`src/rtl/cpu_pkg.sv`:
```
// Shared CPU front-end types: data width, canonical NOP, fetch FSM states and
// the FIFO entry that pairs an instruction with its PC.
package cpu_pkg;
  localparam int XLEN = 32;
  localparam logic [XLEN-1:0] NOP = 32'h0000_0013;

  typedef enum logic [1:0] {RUN, DRAIN, HALT} fetch_state_t;

  typedef struct packed {
    logic [XLEN-1:0] pc;
    logic [XLEN-1:0] instr;
  } fetch_entry_t;
endpackage

```
`src/rtl/fetch_unit_if.sv`:
```
// ROM and core-facing signals of the fetch stage; master is the fetch unit.
interface fetch_unit_if import cpu_pkg::*; #(
  parameter int ADDR_WIDTH = 3
);
  logic [ADDR_WIDTH-1:0] rom_addr;
  logic [XLEN-1:0]       rom_q;
  logic [XLEN-1:0]       instr;
  logic [XLEN-1:0]       instr_pc;
  logic                  instr_valid;
  logic                  instr_ready;
  logic                  redirect;
  logic [XLEN-1:0]       redirect_pc;
  logic                  halted;

  modport master (
    output rom_addr, instr, instr_pc, instr_valid, halted,
    input  rom_q, instr_ready, redirect, redirect_pc
  );

  modport slave (
    input  rom_addr, instr, instr_pc, instr_valid, halted,
    output rom_q, instr_ready, redirect, redirect_pc
  );
endinterface

```
`src/rtl/fetch_fifo.sv`:
```
// Small synchronous FIFO of fetch entries; flush overrides push and pop.
module fetch_fifo import cpu_pkg::*; #(
  parameter  int DEPTH = 2,
  localparam int CW    = $clog2(DEPTH + 1),
  localparam int PW    = (DEPTH > 1) ? $clog2(DEPTH) : 1
) (
  input  logic          clk,
  input  logic          rst,
  input  logic          push,
  input  logic          pop,
  input  logic          flush,
  input  fetch_entry_t  wdata,
  output fetch_entry_t  head,
  output logic [CW-1:0] count,
  output logic          empty,
  output logic          full
);
  fetch_entry_t    mem [DEPTH];
  logic [PW-1:0]   rd_ptr, wr_ptr;
  logic            do_push, do_pop;

  function automatic logic [PW-1:0] nxt(input logic [PW-1:0] p);
    return (p == PW'(DEPTH - 1)) ? '0 : p + PW'(1);
  endfunction

  assign empty   = (count == '0);
  assign full    = (count == CW'(DEPTH));
  assign do_pop  = pop & ~empty;
  assign do_push = push & (~full | do_pop);
  assign head    = mem[rd_ptr];

  always_ff @(posedge clk) begin
    if (rst || flush) begin
      rd_ptr <= '0;
      wr_ptr <= '0;
      count  <= '0;
    end else begin
      if (do_push) wr_ptr <= nxt(wr_ptr);
      if (do_pop)  rd_ptr <= nxt(rd_ptr);
      count <= count + CW'(do_push) - CW'(do_pop);
    end
  end

  // Storage needs no reset: count gates every read.
  always_ff @(posedge clk) begin
    if (do_push && !flush && !rst) mem[wr_ptr] <= wdata;
  end
endmodule

```
`src/rtl/fetch_unit.sv`:
```
// Instruction fetch: issues ROM reads, tracks the single in-flight read and
// buffers {pc, instr} for the core; supports redirect and halts after LAST_PC.
module fetch_unit import cpu_pkg::*; #(
  parameter int              ADDR_WIDTH = 3,
  parameter int              FIFO_DEPTH = 2,
  parameter logic [XLEN-1:0] RESET_PC   = 32'h0,
  parameter logic [XLEN-1:0] LAST_PC    = 32'h7
) (
  input  logic         clk,
  input  logic         rst,
  fetch_unit_if.master bus
);
  localparam int CW = $clog2(FIFO_DEPTH + 1);

  fetch_state_t    state;
  logic [XLEN-1:0] fetch_pc, inflight_pc;
  logic            inflight;

  fetch_entry_t    head, wdata;
  logic [CW-1:0]   count;
  logic            empty, full, pop, push, issue, drain_done;
  logic [CW:0]     occ;

  assign pop   = ~empty & bus.instr_ready;
  assign push  = inflight;
  assign wdata = '{pc: inflight_pc, instr: bus.rom_q};

  // Slots already claimed once this cycle's push/pop settle; an issue may
  // only proceed if its data is guaranteed a free slot on arrival.
  assign occ   = {1'b0, count} + (CW+1)'(inflight) - (CW+1)'(pop);
  assign issue = (state == RUN) && !bus.redirect && (occ < (CW+1)'(FIFO_DEPTH));

  // Evaluated on next-cycle occupancy so halted rises right after the last pop.
  assign drain_done = !inflight && (count == CW'(pop));

  fetch_fifo #(.DEPTH(FIFO_DEPTH)) u_fifo (
    .clk   (clk),
    .rst   (rst),
    .push  (push),
    .pop   (pop),
    .flush (bus.redirect),
    .wdata (wdata),
    .head  (head),
    .count (count),
    .empty (empty),
    .full  (full)
  );

  assign bus.rom_addr    = fetch_pc[ADDR_WIDTH-1:0];
  assign bus.instr_valid = ~empty;
  assign bus.instr       = empty ? '0 : head.instr;
  assign bus.instr_pc    = empty ? '0 : head.pc;
  assign bus.halted      = (state == HALT);

  always_ff @(posedge clk) begin
    if (rst) begin
      state       <= RUN;
      fetch_pc    <= RESET_PC;
      inflight    <= 1'b0;
      inflight_pc <= '0;
    end else if (bus.redirect) begin
      state    <= RUN;
      fetch_pc <= bus.redirect_pc;
      inflight <= 1'b0;
    end else begin
      inflight <= issue;
      if (issue) inflight_pc <= fetch_pc;
      case (state)
        RUN: begin
          if (issue) begin
            if (fetch_pc == LAST_PC) state    <= DRAIN;
            else                     fetch_pc <= fetch_pc + 1'b1;
          end
        end
        DRAIN:   if (drain_done) state <= HALT;
        HALT:    ;
        default: state <= RUN;
      endcase
    end
  end

  always_ff @(posedge clk) begin
    if (!rst && push && !pop) assert (!full);
  end
endmodule

```
`src/flat_wrapper.sv`:
```
// flat-port wrapper written by rule: the top's interface ports become plain ports
module fetch_unit_flat import cpu_pkg::*;
#(
  parameter int              ADDR_WIDTH = 3,
  parameter int              FIFO_DEPTH = 2,
  parameter logic [XLEN-1:0] RESET_PC   = 32'h0,
  parameter logic [XLEN-1:0] LAST_PC    = 32'h7
)
  (clk, rst, bus_rom_addr, bus_instr, bus_instr_pc, bus_instr_valid, bus_halted, bus_rom_q, bus_instr_ready, bus_redirect, bus_redirect_pc);
  fetch_unit_if #(.ADDR_WIDTH(ADDR_WIDTH)) bus_i ();
  input  logic clk;
  input  logic rst;
  output wire logic [$bits(bus_i.rom_addr)-1:0] bus_rom_addr;
  output wire logic [$bits(bus_i.instr)-1:0] bus_instr;
  output wire logic [$bits(bus_i.instr_pc)-1:0] bus_instr_pc;
  output wire logic [$bits(bus_i.instr_valid)-1:0] bus_instr_valid;
  output wire logic [$bits(bus_i.halted)-1:0] bus_halted;
  input wire logic [$bits(bus_i.rom_q)-1:0] bus_rom_q;
  input wire logic [$bits(bus_i.instr_ready)-1:0] bus_instr_ready;
  input wire logic [$bits(bus_i.redirect)-1:0] bus_redirect;
  input wire logic [$bits(bus_i.redirect_pc)-1:0] bus_redirect_pc;
  assign bus_rom_addr = bus_i.rom_addr;
  assign bus_instr = bus_i.instr;
  assign bus_instr_pc = bus_i.instr_pc;
  assign bus_instr_valid = bus_i.instr_valid;
  assign bus_halted = bus_i.halted;
  assign bus_i.rom_q = bus_rom_q;
  assign bus_i.instr_ready = bus_instr_ready;
  assign bus_i.redirect = bus_redirect;
  assign bus_i.redirect_pc = bus_redirect_pc;
  fetch_unit #(.ADDR_WIDTH(ADDR_WIDTH), .FIFO_DEPTH(FIFO_DEPTH), .RESET_PC(RESET_PC), .LAST_PC(LAST_PC)) u_core (.clk(clk), .rst(rst), .bus(bus_i));
endmodule
```
`config.mk`:
```
export PLATFORM = sky130hd
export DESIGN_NAME = fetch_unit_flat
export DESIGN_NICKNAME = d
export VERILOG_FILES = /design/src/rtl/cpu_pkg.sv /design/src/rtl/fetch_unit_if.sv /design/src/rtl/fetch_fifo.sv /design/src/rtl/fetch_unit.sv /design/src/flat_wrapper.sv
export SDC_FILE = /design/constraint.sdc
export NUM_CORES = 1
export LEC_CHECK = 0
export ABC_AREA = 1
export BUFFER_PORTS_ARGS = -buffer_cell sky130_fd_sc_hd__buf_2
export CAP_MARGIN = 0
export CORE_UTILIZATION = 53
export CTS_BUF_LIST = sky130_fd_sc_hd__clkbuf_8
export CTS_CLUSTER_SIZE = 10
export DETAILED_ROUTE_END_ITERATION = 12
export PLACE_DENSITY = 0.78
export REMOVE_ABC_BUFFERS = 1
export SETUP_SLACK_MARGIN = 0.05
export SLEW_MARGIN = 20
export SYNTH_ARGS = -nofsm -noshare
export SYNTH_HDL_FRONTEND = slang
export SYNTH_SLANG_ARGS = --single-unit
export TNS_END_PERCENT = 10
```
`constraint.sdc`:
```
create_clock -name clk -period 6.7 [get_ports clk]
set_input_delay 1.34 -clock clk [delete_from_list [all_inputs] [get_ports clk]]
set_output_delay 1.34 -clock clk [all_outputs]
set_load 0.01 [all_outputs]
```
# Word level (Yosys, flattened, before mapping)
# Memory sizes are Yosys's and may differ from the RTL's. A register that Yosys moved wholly into a read port is not among the register bits.
# Index checks and enable logic that the tools add are counted.
# classes
reduce_logical	17
n_eq_ne	9
n_mux	16
addsub	7
n_lt_le_gt_ge	1
bitwise	8
# op_table
operator	count
$mux W32	6
$add A32 B1 Y32 const B	1
$eq A32 B3 Y1 const B	1
$mux W1	6
$mux W2	3
$pmux W2 S3	1
$logic_and A1 B1 Y1	5
$eq A2 B2 Y1 const B	2
$logic_not A2 Y1	2
$ne A2 B1 Y1 const B	2
$ne A2 B2 Y1 const B	2
$not A1 Y1	4
$reduce_and A4 Y1	1
$reduce_bool A2 Y1	2
$add A2 B1 Y3	1
$and A1 B1 Y1	3
$logic_not A1 Y1	3
$lt A3 B2 Y1 const B	1
$reduce_and A3 Y1	1
$sub A3 B1 Y3	1
$add A1 B1 Y1 const B	2
$add A2 B1 Y2	1
$eq A2 B1 Y1	1
$eq A2 B1 Y1 const B	1
5 further kinds	5
# totals
mem_bits_rw	128
mem_count	1
output_inout_bits	69
ff_bits	71
in_bits	68
elab_cells	66
# mem_list
name	depth	width	rd	rd_clocked_by_memory_dff	wr	line_no	source
u_core.u_fifo.mem	2	64	1	1	1	fetch_fifo.sv:18	fetch_entry_t mem [DEPTH];

# Longest topological paths before layout
# Gate-level depths: netlist (run 1).
# logic_depth
word_depth	10
ltp_mapped	17
ltp_nobuf	16

# Cells and area by module
# A second synthesis (run 1) with hierarchy kept.
# unflattened
hier_cells	1006
area_unflattened_um2	9611.7
# modules_own_cells
mod	n_inst	seq_area_each_um2	area_per_inst_um2	cells_each
fetch_fifo	1	3943.8	5195.0	245
fetch_unit	1	1341.3	4416.7	761

# Least setup slack after synthesis (run 1)
# No wires, ideal clock.
# synth_path
kind	input -> register
start	in bus_redirect
end	mem u_core.u_fifo.mem[1][0] (netlist bit), enable pin
path_buffers	0
cell_stages	3
required_time_ns	6.135
setup_ns	0.565
slack_ns	0.068
t_arrival_ns	6.067
path_cell_list	inv_2 nand2_1 nor3_1
# synth_between
elab_chain_cells	5
# synth_rtl
element	line_no	source
start, declared	flat_wrapper.sv:20	input wire logic [$bits(bus_i.redirect)-1:0] bus_redirect;
$logic_not A1 Y1	fetch_fifo.sv:46	if (do_push && !flush && !rst) mem[wr_ptr] <= wdata;
$logic_and A1 B1 Y1 (2 in a row)	fetch_fifo.sv:46	
$mux W1	fetch_fifo.sv:46	
$mux W1 (not written as such)	fetch_fifo.sv:46	
end, declared	fetch_fifo.sv:18	
# No other way between the ends.

# Worst setup path after layout (run 1)
# layout_path
start	in bus_instr_ready
end	reg u_core.fetch_pc[7]
# layout_between
elab_chain_cells	6
# layout_rtl
element	line_no	source
start, declared	flat_wrapper.sv:19	input wire logic [$bits(bus_i.instr_ready)-1:0] bus_instr_ready;
$and A1 B1 Y1	fetch_unit.sv:24	assign pop = ~empty & bus.instr_ready;
$sub A3 B1 Y3	fetch_unit.sv:30	assign occ = {1'b0, count} + (CW+1)'(inflight) - (CW+1)'(pop);
$lt A3 B2 Y1	fetch_unit.sv:31	assign issue = (state == RUN) && !bus.redirect && (occ < (CW+1)'(FIFO_DEPTH));
$logic_and A1 B1 Y1	fetch_unit.sv:31	
$reduce_bool A2 Y1 (no source line)	n/a	
$reduce_and A3 Y1 (no source line)	n/a	
end signal, assigned	fetch_unit.sv:63	fetch_pc <= bus.redirect_pc;
end signal, assigned	fetch_unit.sv:72	else fetch_pc <= fetch_pc + 1'b1;
end, declared	fetch_unit.sv:16	logic [XLEN-1:0] fetch_pc, inflight_pc;
# No other way between the ends.
# A chain may end at the register's enable or synchronous reset.

==> flow_summary.toml, run 1 <==
[clock_tree]
cts_tree = "yes"
clockBufferDepth = 2
cts_buffers = 17
path_clk_slew_ns = 0.09
h-tree-depth = 4
hold_buffers = 0
clk-insertion-delay-late_ns = 0.47
post-cts-setup-buffers = 0
clock_sinks = 200
clockRootBuffer = "clkbuf_8"
cts-resized-gates = 0

[synth]
avgSynthCellArea_um2 = 9.04
ys_warn_count = 0
yosysSeqAreaShare = 0.608
syn_area_um2 = 8690
synth_cells = 962
synth-seq-cells = 200
synth_edf_count = 128
synth_ff_type = "edfxtp_1"
synth_cell_types = 39
ys_async_sr_fraction = 0

[timing]
period_share = 0.624
setup_viol = 0
drv_slew = 0
worst_hold_slack_ns = 0.460
fmax_mhz = 239
hold_violations = 0
period_needed_ns = 4.18
maxSlewHeadroom = 0.405
worstMarginPinSlew_ns = 0.887
rsz0062_at_grt = "no"
fin_skew_ns = 0.0115

[finish]
antenna_cells = 0
nets = 1150
stdcell_count = 1306
final_core_util = 0.621
area_growth_pct = 13.9
mostFrequentLayoutCells = "nand2_1, buf_2, edfxtp_1, nor2_1, a21oi_1"
drive_above_1_share = 0.171
multiInputGateArea_um2 = 3010
layout_commonest_cell = "nand2_1"
final-seq-area_um2 = 5290
fillers = 1387

[placement]
gp_congestion = 0.926
dpl.hpwl_um = 12400
port_buffers = 136
dp_cells = 1274

[routing]
postRouteWirelength_um = 19000
viasPerCell = 5.21
wl_per_cell_um = 14.5
dr_total_vias = 6800
drt_iter0_drc = 471
postRouteAntennaNets = 0
drc = 0
drtPass1Iterations = 5

[floorplanning]
die_w_um = 130
die-area_um2 = 16900
start_util = 0.545
pin_count = 137
core_region_area_um2 = 15900
rows = 46
fp.dieH_um = 130

[setup_path]
critPathMaxFanout = 21
crit_path_start_kind = "input pin"
crit_type = "in -> reg"
worstPathRequired_ns = 7.10
cp.arrival_ns = 4.58
end_kind = "flip-flop"

[power]
total_leakage_power_nw = 4.07
p_int_mw = 1.82
p_sw_mw = 0.610
swShare = 0.251
clkPwrFrac = 0.316
pwr-share-comb = 0.103
seqPwrFrac = 0.582
power_density_nw_per_um2 = 246
vdd_drop_max_uv = 131

[run]
drv_cap = 0

[global_route]
overflow = 0
antenna_found_initial = 0
grt_max_degree = 66
grt_usage = 0.231
first_global_vias = 6073
grt_pass1_wl_um = 29800

[worst_hold_path]
min-delay-path-class = "reg -> reg"

[outcome]
status = "finished clean"
[power groups by stage]
stage | logic (mW) | registers [mW] | clock network, mW
2_1_floorplan | 0.156 | 1.43 | 0
3_3_place_gp | 0.244 | 1.44 | 0
3_5_place_dp | 0.250 | 1.44 | 0
4_1_cts | 0.252 | 1.41 | 0.784
5_1_grt | 0.286 | 1.42 | 0.824
6_report | 0.250 | 1.42 | 0.768
[critical path: stages]
cell,delay [ns]
buf_2,0.09
inv_1,0.04
nor2_1,0.25
ha_1,0.28
inv_1,0.05
nand2_1,0.05
fa_1,0.49
nand4_1,0.20
inv_1,0.18
nand2_1,0.36
nor2_1,0.65
buf_4,0.32
a21boi_0,0.12
a21oi_1,0.14
[state kept, by name, summed over array words and instances (netlist names), named ones only]
register / flops
u_core.u_fifo.wr_ptr: 1
u_core.inflight: 1
u_core.fetch_pc: 32
u_core.u_fifo.count: 2
u_core.u_fifo.rd_ptr: 1
u_core.u_fifo.mem: 128
u_core.inflight_pc: 32
u_core.state: 2
[layout make-up]
cell class / count / area share
sequential: 200 / 0.534
multi-input combinational: 661 / 0.304
timing repair buffer: 143 / 0.0741
tap: 216 / 0.0273
clock buffer: 17 / 0.0236
inverter: 54 / 0.0205
clock inverter: 15 / 0.0168
[through the flow]
| stage | setup slack [ns] | TNS [ns] | cell area (µm²) | power [mW] |
|---|---|---|---|---|
| 3_5_place_dp | 2.03 | 0 | 9500 | 1.69 |
| 4_1_cts | 2.54 | 0 | 9900 | 2.45 |
| 6_report | 2.52 | 0 | 9900 | 2.43 |
| 5_1_grt | 2.24 | 0 | 9900 | 2.53 |
| 3_3_place_gp | 2.17 | 0 | 9500 | 1.68 |
| 2_1_floorplan | -0.267 | -17.08 | 8480 | 1.59 |
[routing by layer]
layer	track usage	routed length [µm]
met5	0	0
met4	0.0848	312
met3	0.0488	1350
met2	0.385	8980
met1	0.299	8320
[path summary, 6_finish.rpt]
kind,start,end,slack (ns),cells past startpoint
max,bus_instr_ready,u_core.fetch_pc[7]$_SDFFE_PP0P_,2.52,14
min,u_core.inflight_pc[26]$_SDFFE_PP0P_,u_core.u_fifo.mem[1][58]$_DFFE_PP_,0.46,0
max reg2reg,u_core.u_fifo.count[1]$_SDFF_PP0_,u_core.fetch_pc[7]$_SDFFE_PP0P_,2.98,13
min reg2reg,u_core.inflight_pc[26]$_SDFFE_PP0P_,u_core.u_fifo.mem[1][58]$_DFFE_PP_,0.46,0
[Yosys cell counts (2+ instances only)]
| cell type | count | area share |
|---|---|---|
| nor2_1 | 120 | 0.052 |
| buf_6 | 2 | 0.0026 |
| nand2_2 | 3 | 0.0022 |
| buf_2 | 11 | 0.0063 |
| buf_1 | 8 | 0.0035 |
| dfxtp_1 | 72 | 0.17 |
| o21ai_0 | 40 | 0.023 |
| and2_1 | 2 | 0.0014 |
| nand3_1 | 44 | 0.025 |
| a21boi_1 | 2 | 0.0017 |
| clkbuf_1 | 23 | 0.0099 |
| xnor2_1 | 7 | 0.0071 |
| a21boi_0 | 8 | 0.0069 |
| inv_1 | 50 | 0.022 |
| xor2_1 | 4 | 0.0040 |
| nor3b_1 | 2 | 0.0017 |
| o21ai_1 | 2 | 0.0012 |
| ha_1 | 4 | 0.0058 |
| o22ai_1 | 2 | 0.0014 |
| edfxtp_1 | 128 | 0.44 |
| nand4_1 | 6 | 0.0043 |
| inv_2 | 2 | 0.00086 |
| buf_4 | 3 | 0.0026 |
| nor2_2 | 3 | 0.0022 |
| nand2_1 | 291 | 0.13 |
| a21oi_1 | 104 | 0.060 |
| clkinv_1 | 2 | 0.00086 |
| o21bai_1 | 4 | 0.0035 |
| nor3_1 | 3 | 0.0017 |
[logic make-up after synthesis]
logic type / count (synthesis) / share of synthesized area
AOI/OAI and AO/OA: 166 / 0.102
buffers and inverters: 101 / 0.0482
and+or+nand+nor: 478 / 0.221
DFF: 200 / 0.608
adders and majority gates: 5 / 0.00806
xor gates and xnor gates: 11 / 0.0111
muxes: 1 / 0.00115
(Power assumes the default switching activity.)
==> run 2, diff against run 1 <==
clock period = 3.45 ns   (was 6.7 ns; I/O delays follow)
==> flow_summary.toml, run 2 (synthesis results as in run 1) <==
[outcome]
status = "finished clean"

[finish]
mostFrequentLayoutCells = "nand2_1, buf_2, edfxtp_1, nor2_1, a21oi_1"
drive_above_1_share = 0.179
nets = 1160
largest_register_ffs = 128
largest_registers = "u_core.u_fifo.mem x128, u_core.fetch_pc x32, u_core.inflight_pc x32"
antenna_cells = 0
fillers = 1380
area_growth_pct = 15.4
layout_commonest_cell = "nand2_1"
top_register = "u_core.u_fifo.mem"
final_core_util = 0.629

[setup_path]
crit_type = "reg -> reg"
worstPathRequired_ns = 3.87
crit_path_start_kind = "flip-flop"
end_kind = "flip-flop"
critPathMaxFanout = 14
cp.arrival_ns = 3.29

[routing]
drc = 0
viasPerCell = 5.21
postRouteAntennaNets = 0
wl_per_cell_um = 14.8
dr_total_vias = 6860
drt_iter0_drc = 547
drtPass1Iterations = 5
postRouteWirelength_um = 19400

[placement]
dpl.hpwl_um = 12900
port_buffers = 136
gp_congestion = 0.918

[clock_tree]
post-cts-setup-buffers = 0
clock_sinks = 200
h-tree-depth = 4
clockRootBuffer = "clkbuf_8"
hold_buffers = 0
cts-resized-gates = 0
clk-insertion-delay-late_ns = 0.47
clockBufferDepth = 2
cts_buffers = 17
path_clk_slew_ns = 0.10
cts_tree = "yes"

[timing]
rsz0062_at_grt = "no"
maxSlewHeadroom = 0.500
drv_slew = 0
worst_hold_slack_ns = 0.404
fin_skew_ns = 0.0110
worstMarginPinSlew_ns = 0.750
setup_viol = 0
hold_violations = 0
period_needed_ns = 2.86
fmax_mhz = 349
period_share = 0.830

[floorplanning]
pin_count = 137
core_region_area_um2 = 15900
die-area_um2 = 16900
start_util = 0.545
die_w_um = 130
rows = 46
fp.dieH_um = 130

[global_route]
first_global_vias = 6472
grt_pass1_wl_um = 31200
antenna_found_initial = 0
grt_max_degree = 66
grt_usage = 0.241
overflow = 0

[run]
drv_cap = 0

[power]
power_density_nw_per_um2 = 479
total_power_mw = 4.80
total_leakage_power_nw = 4.13
vdd_drop_max_uv = 256

[worst_hold_path]
min-delay-path-class = "in -> reg"
-- run 2: changes by cell type in the layout (fill, tap and decap cells not counted), sizes merged --
cell | before | now
buf | 143 | 153
clkbuf | 17 | 19
clkinv | 2 | 6
clkinvlp | 1 | 0
inv | 63 | 58
-- run 2: area by class of cell --
type | instances | area [µm²] | area share
clock buffer | 19 | 262 | 0.0261
timing repair buffer | 153 | 846 | 0.0844
multi-input combinational | 661 | 3010 | 0.300
sequential | 200 | 5290 | 0.527
inverter | 54 | 203 | 0.0202
tap | 216 | 270 | 0.0270
clock inverter | 13 | 153 | 0.0152
-- run 2: worst paths after layout --
path / from / to / slack [ns] / cells past startpoint
setup / recovery: u_core.u_fifo.count[1]$_SDFF_PP0_ / u_core.fetch_pc[21]$_SDFFE_PP0P_ / 0.59 / 15
hold / removal: bus_rom_q[5] / u_core.u_fifo.mem[1][5]$_DFFE_PP_ / 0.40 / 1
setup reg to reg: u_core.u_fifo.count[1]$_SDFF_PP0_ / u_core.fetch_pc[21]$_SDFFE_PP0P_ / 0.59 / 15
hold reg to reg: u_core.inflight_pc[11]$_SDFFE_PP0P_ / u_core.u_fifo.mem[0][43]$_DFFE_PP_ / 0.45 / 0
-- run 2: report_power, final --
| group | internal (mW) | leakage, nW | switching (mW) |
|---|---|---|---|
| Combinational | 0.184 | 2.14 | 0.319 |
| Sequential | 2.65 | 1.76 | 0.0918 |
| Clock | 0.754 | 0.224 | 0.796 |
-- run 2: critical path, cell delays in order (launching register included) --
cell	delay, ns
dfxtp_1	0.48
nor2_4	0.06
nor2_1	0.26
ha_1	0.29
inv_1	0.05
nand2_1	0.06
fa_1	0.48
nand4_1	0.18
inv_1	0.16
nand2_1	0.10
nor2_1	0.15
buf_4	0.24
nand3_1	0.09
nand3_1	0.09
nand2_1	0.06
inv_1	0.07
-- run 2: per-stage QoR --
step	instance area (µm²)	setup TNS (ns)	std cells	setup WS (ns)
2_1_floorplan	8480	-363.79	915	-2.87
3_3_place_gp	9610	0	1284	0.435
3_5_place_dp	9610	0	1284	0.303
4_1_cts	10000	0	1316	0.593
5_1_grt	10000	0	1316	0.336
6_report	10000	0	1316	0.585
-- run 2: per-layer routing --
| layer | routed length [µm] | track usage | vias to the layer above |
|---|---|---|---|
| met1 | 8320 | 0.294 | 3183 |
| li1 | - | - | 3439 |
| met5 | 0 | 0 | - |
| met2 | 9530 | 0.422 | 208 |
| met4 | 380 | 0.0923 | 0 |
| met3 | 1180 | 0.0476 | 30 |
==> run 3, diff against run 2 <==
clock period = 2.5 ns   (was 3.45 ns; I/O delays follow)
==> flow_summary.toml, run 3 (synthesis results as in run 1) <==
[worst_hold_path]
min_path_cells = 1
hp-start = "bus_rom_q[22]"
min-delay-path-class = "in -> reg"

[floorplanning]
die-area_um2 = 16900
die_w_um = 130
fp.dieH_um = 130
core_region_area_um2 = 15900
pin_count = 137
start_util = 0.545
rows = 46

[placement]
port_buffers = 136
placed_cell_area_um2 = 9700
dp_cells = 1294
dpl.hpwl_um = 12900
dp_slack_ns = -0.165
gp_congestion = 0.935

[timing]
rsz0062_at_grt = "yes"
drv_slew = 0
layout_setup_ws_ns = 0.103
period_share = 0.959
setup_viol = 0
period_needed_ns = 2.40
hold_violations = 0
fin_skew_ns = 0.0118
fmax_mhz = 417
worstMarginPinSlew_ns = 0.787
maxSlewHeadroom = 0.475

[clock_tree]
path_clk_slew_ns = 0.10
post-cts-setup-buffers = 0
clock_sinks = 200
cts_buffers = 17
hold_buffers = 0
clockRootBuffer = "clkbuf_8"
cts_tree = "yes"
h-tree-depth = 4
clockBufferDepth = 2
clk-insertion-delay-late_ns = 0.47

[setup_path]
end_kind = "primary output"
worstPathRequired_ns = 2.00
crit_path_start_kind = "flip-flop"
rr_startpoint = "u_core.u_fifo.count[0]$_SDFF_PP0_"
reg2reg_depth = 15
critPathMaxFanout = 65
crit_type = "reg -> out"
cp.arrival_ns = 1.90
crit_start = "u_core.u_fifo.count[0]$_SDFF_PP0_"

[power]
total_power_mw = 6.46
p_int_mw = 4.76
total_leakage_power_nw = 4.22
pwr-share-comb = 0.125
p_sw_mw = 1.71
clkPwrFrac = 0.289
swShare = 0.264
power_density_nw_per_um2 = 631
vdd_drop_max_uv = 319
seqPwrFrac = 0.587

[finish]
fillers = 1305
multiInputGateArea_um2 = 3140
layout_commonest_cell = "nand2_1"
drive_above_1_share = 0.208
final-seq-area_um2 = 5290
stdcell_count = 1329
top_register = "u_core.u_fifo.mem"
fin_area_um2 = 10200
largest_registers = "u_core.u_fifo.mem x128, u_core.fetch_pc x32, u_core.inflight_pc x32"
nets = 1173
largest_register_ffs = 128
final_core_util = 0.642
mostFrequentLayoutCells = "nand2_1, buf_2, edfxtp_1, nor2_1, a21oi_1"
antenna_cells = 0
area_growth_pct = 17.8

[routing]
drc = 0
postRouteWirelength_um = 19800
dr_total_vias = 6987
wl_per_cell_um = 14.9
postRouteAntennaNets = 0
drt_iter0_drc = 521
viasPerCell = 5.26
drtPass1Iterations = 6

[global_route]
antenna_found_initial = 0
grt_pass1_wl_um = 30100
first_global_vias = 6254
overflow = 0
grt_max_degree = 66
grt_usage = 0.233

[outcome]
status = "finished clean"

[run]
drv_cap = 0
[run 3: final cells by class]
type / instances / share of cell area
repair buffers: 164 / 0.0969
clock buffers: 17 / 0.0229
multi-input cells: 663 / 0.306
clock inverters: 15 / 0.0109
inverters: 54 / 0.0200
flip-flops and latches: 200 / 0.517
well taps: 216 / 0.0264
[run 3: per-layer routing]
| layer | up-vias | track usage | part of all wire |
|---|---|---|---|
| met5 | - | 0 | 0 |
| met4 | 0 | 0.0903 | 0.018 |
| met3 | 35 | 0.0422 | 0.072 |
| li1 | 3474 | - | - |
| met1 | 3236 | 0.292 | 0.42 |
| met2 | 242 | 0.402 | 0.49 |
[run 3: what timing repair did]
item | 4_1_cts | 5_1_grt
gates resized for setup | 2 | 50
cloned | 0 | 3
setup endpoints to repair | 22 | 133
pin swaps | 0 | 10
[run 3: stage by stage]
stage / setup TNS (ns) / hold slack [ns]
after global placement: -2.66 / 0.429
after CTS: 0 / 0.191
final: 0 / 0.221
after floorplan: -569.05 / 0.420
after detailed placement: -5.85 / 0.434
after global routing: -0.388 / 0.199
[run 3: path summary, 6_finish.rpt]
| check | end | slack [ns] |
|---|---|---|
| max | bus_instr_pc[29] | 0.10 |
| min | u_core.u_fifo.mem[1][22]$_DFFE_PP_ | 0.22 |
| max reg2reg | u_core.fetch_pc[31]$_SDFFE_PP0P_ | 0.10 |
| min reg2reg | u_core.u_fifo.mem[0][55]$_DFFE_PP_ | 0.46 |
[run 3: power by group through the flow]
stage                     Combinational, mW  Sequential [mW]  Clock [mW]
after floorplan                       0.418             3.83           0
after global placement                0.705             3.85           0
after detailed placement              0.724             3.86           0
after CTS                             0.731             3.79        1.90
after global routing                  0.898             3.81        2.01
final                                 0.805             3.79        1.87
[run 3: worst max-delay path, cell delays in order, from the launching register on]
cell and delay [ns]:
dfxtp_2 0.34, nor2_4 0.11, buf_4 0.60, a21oi_1 0.11
buf_2 0.18
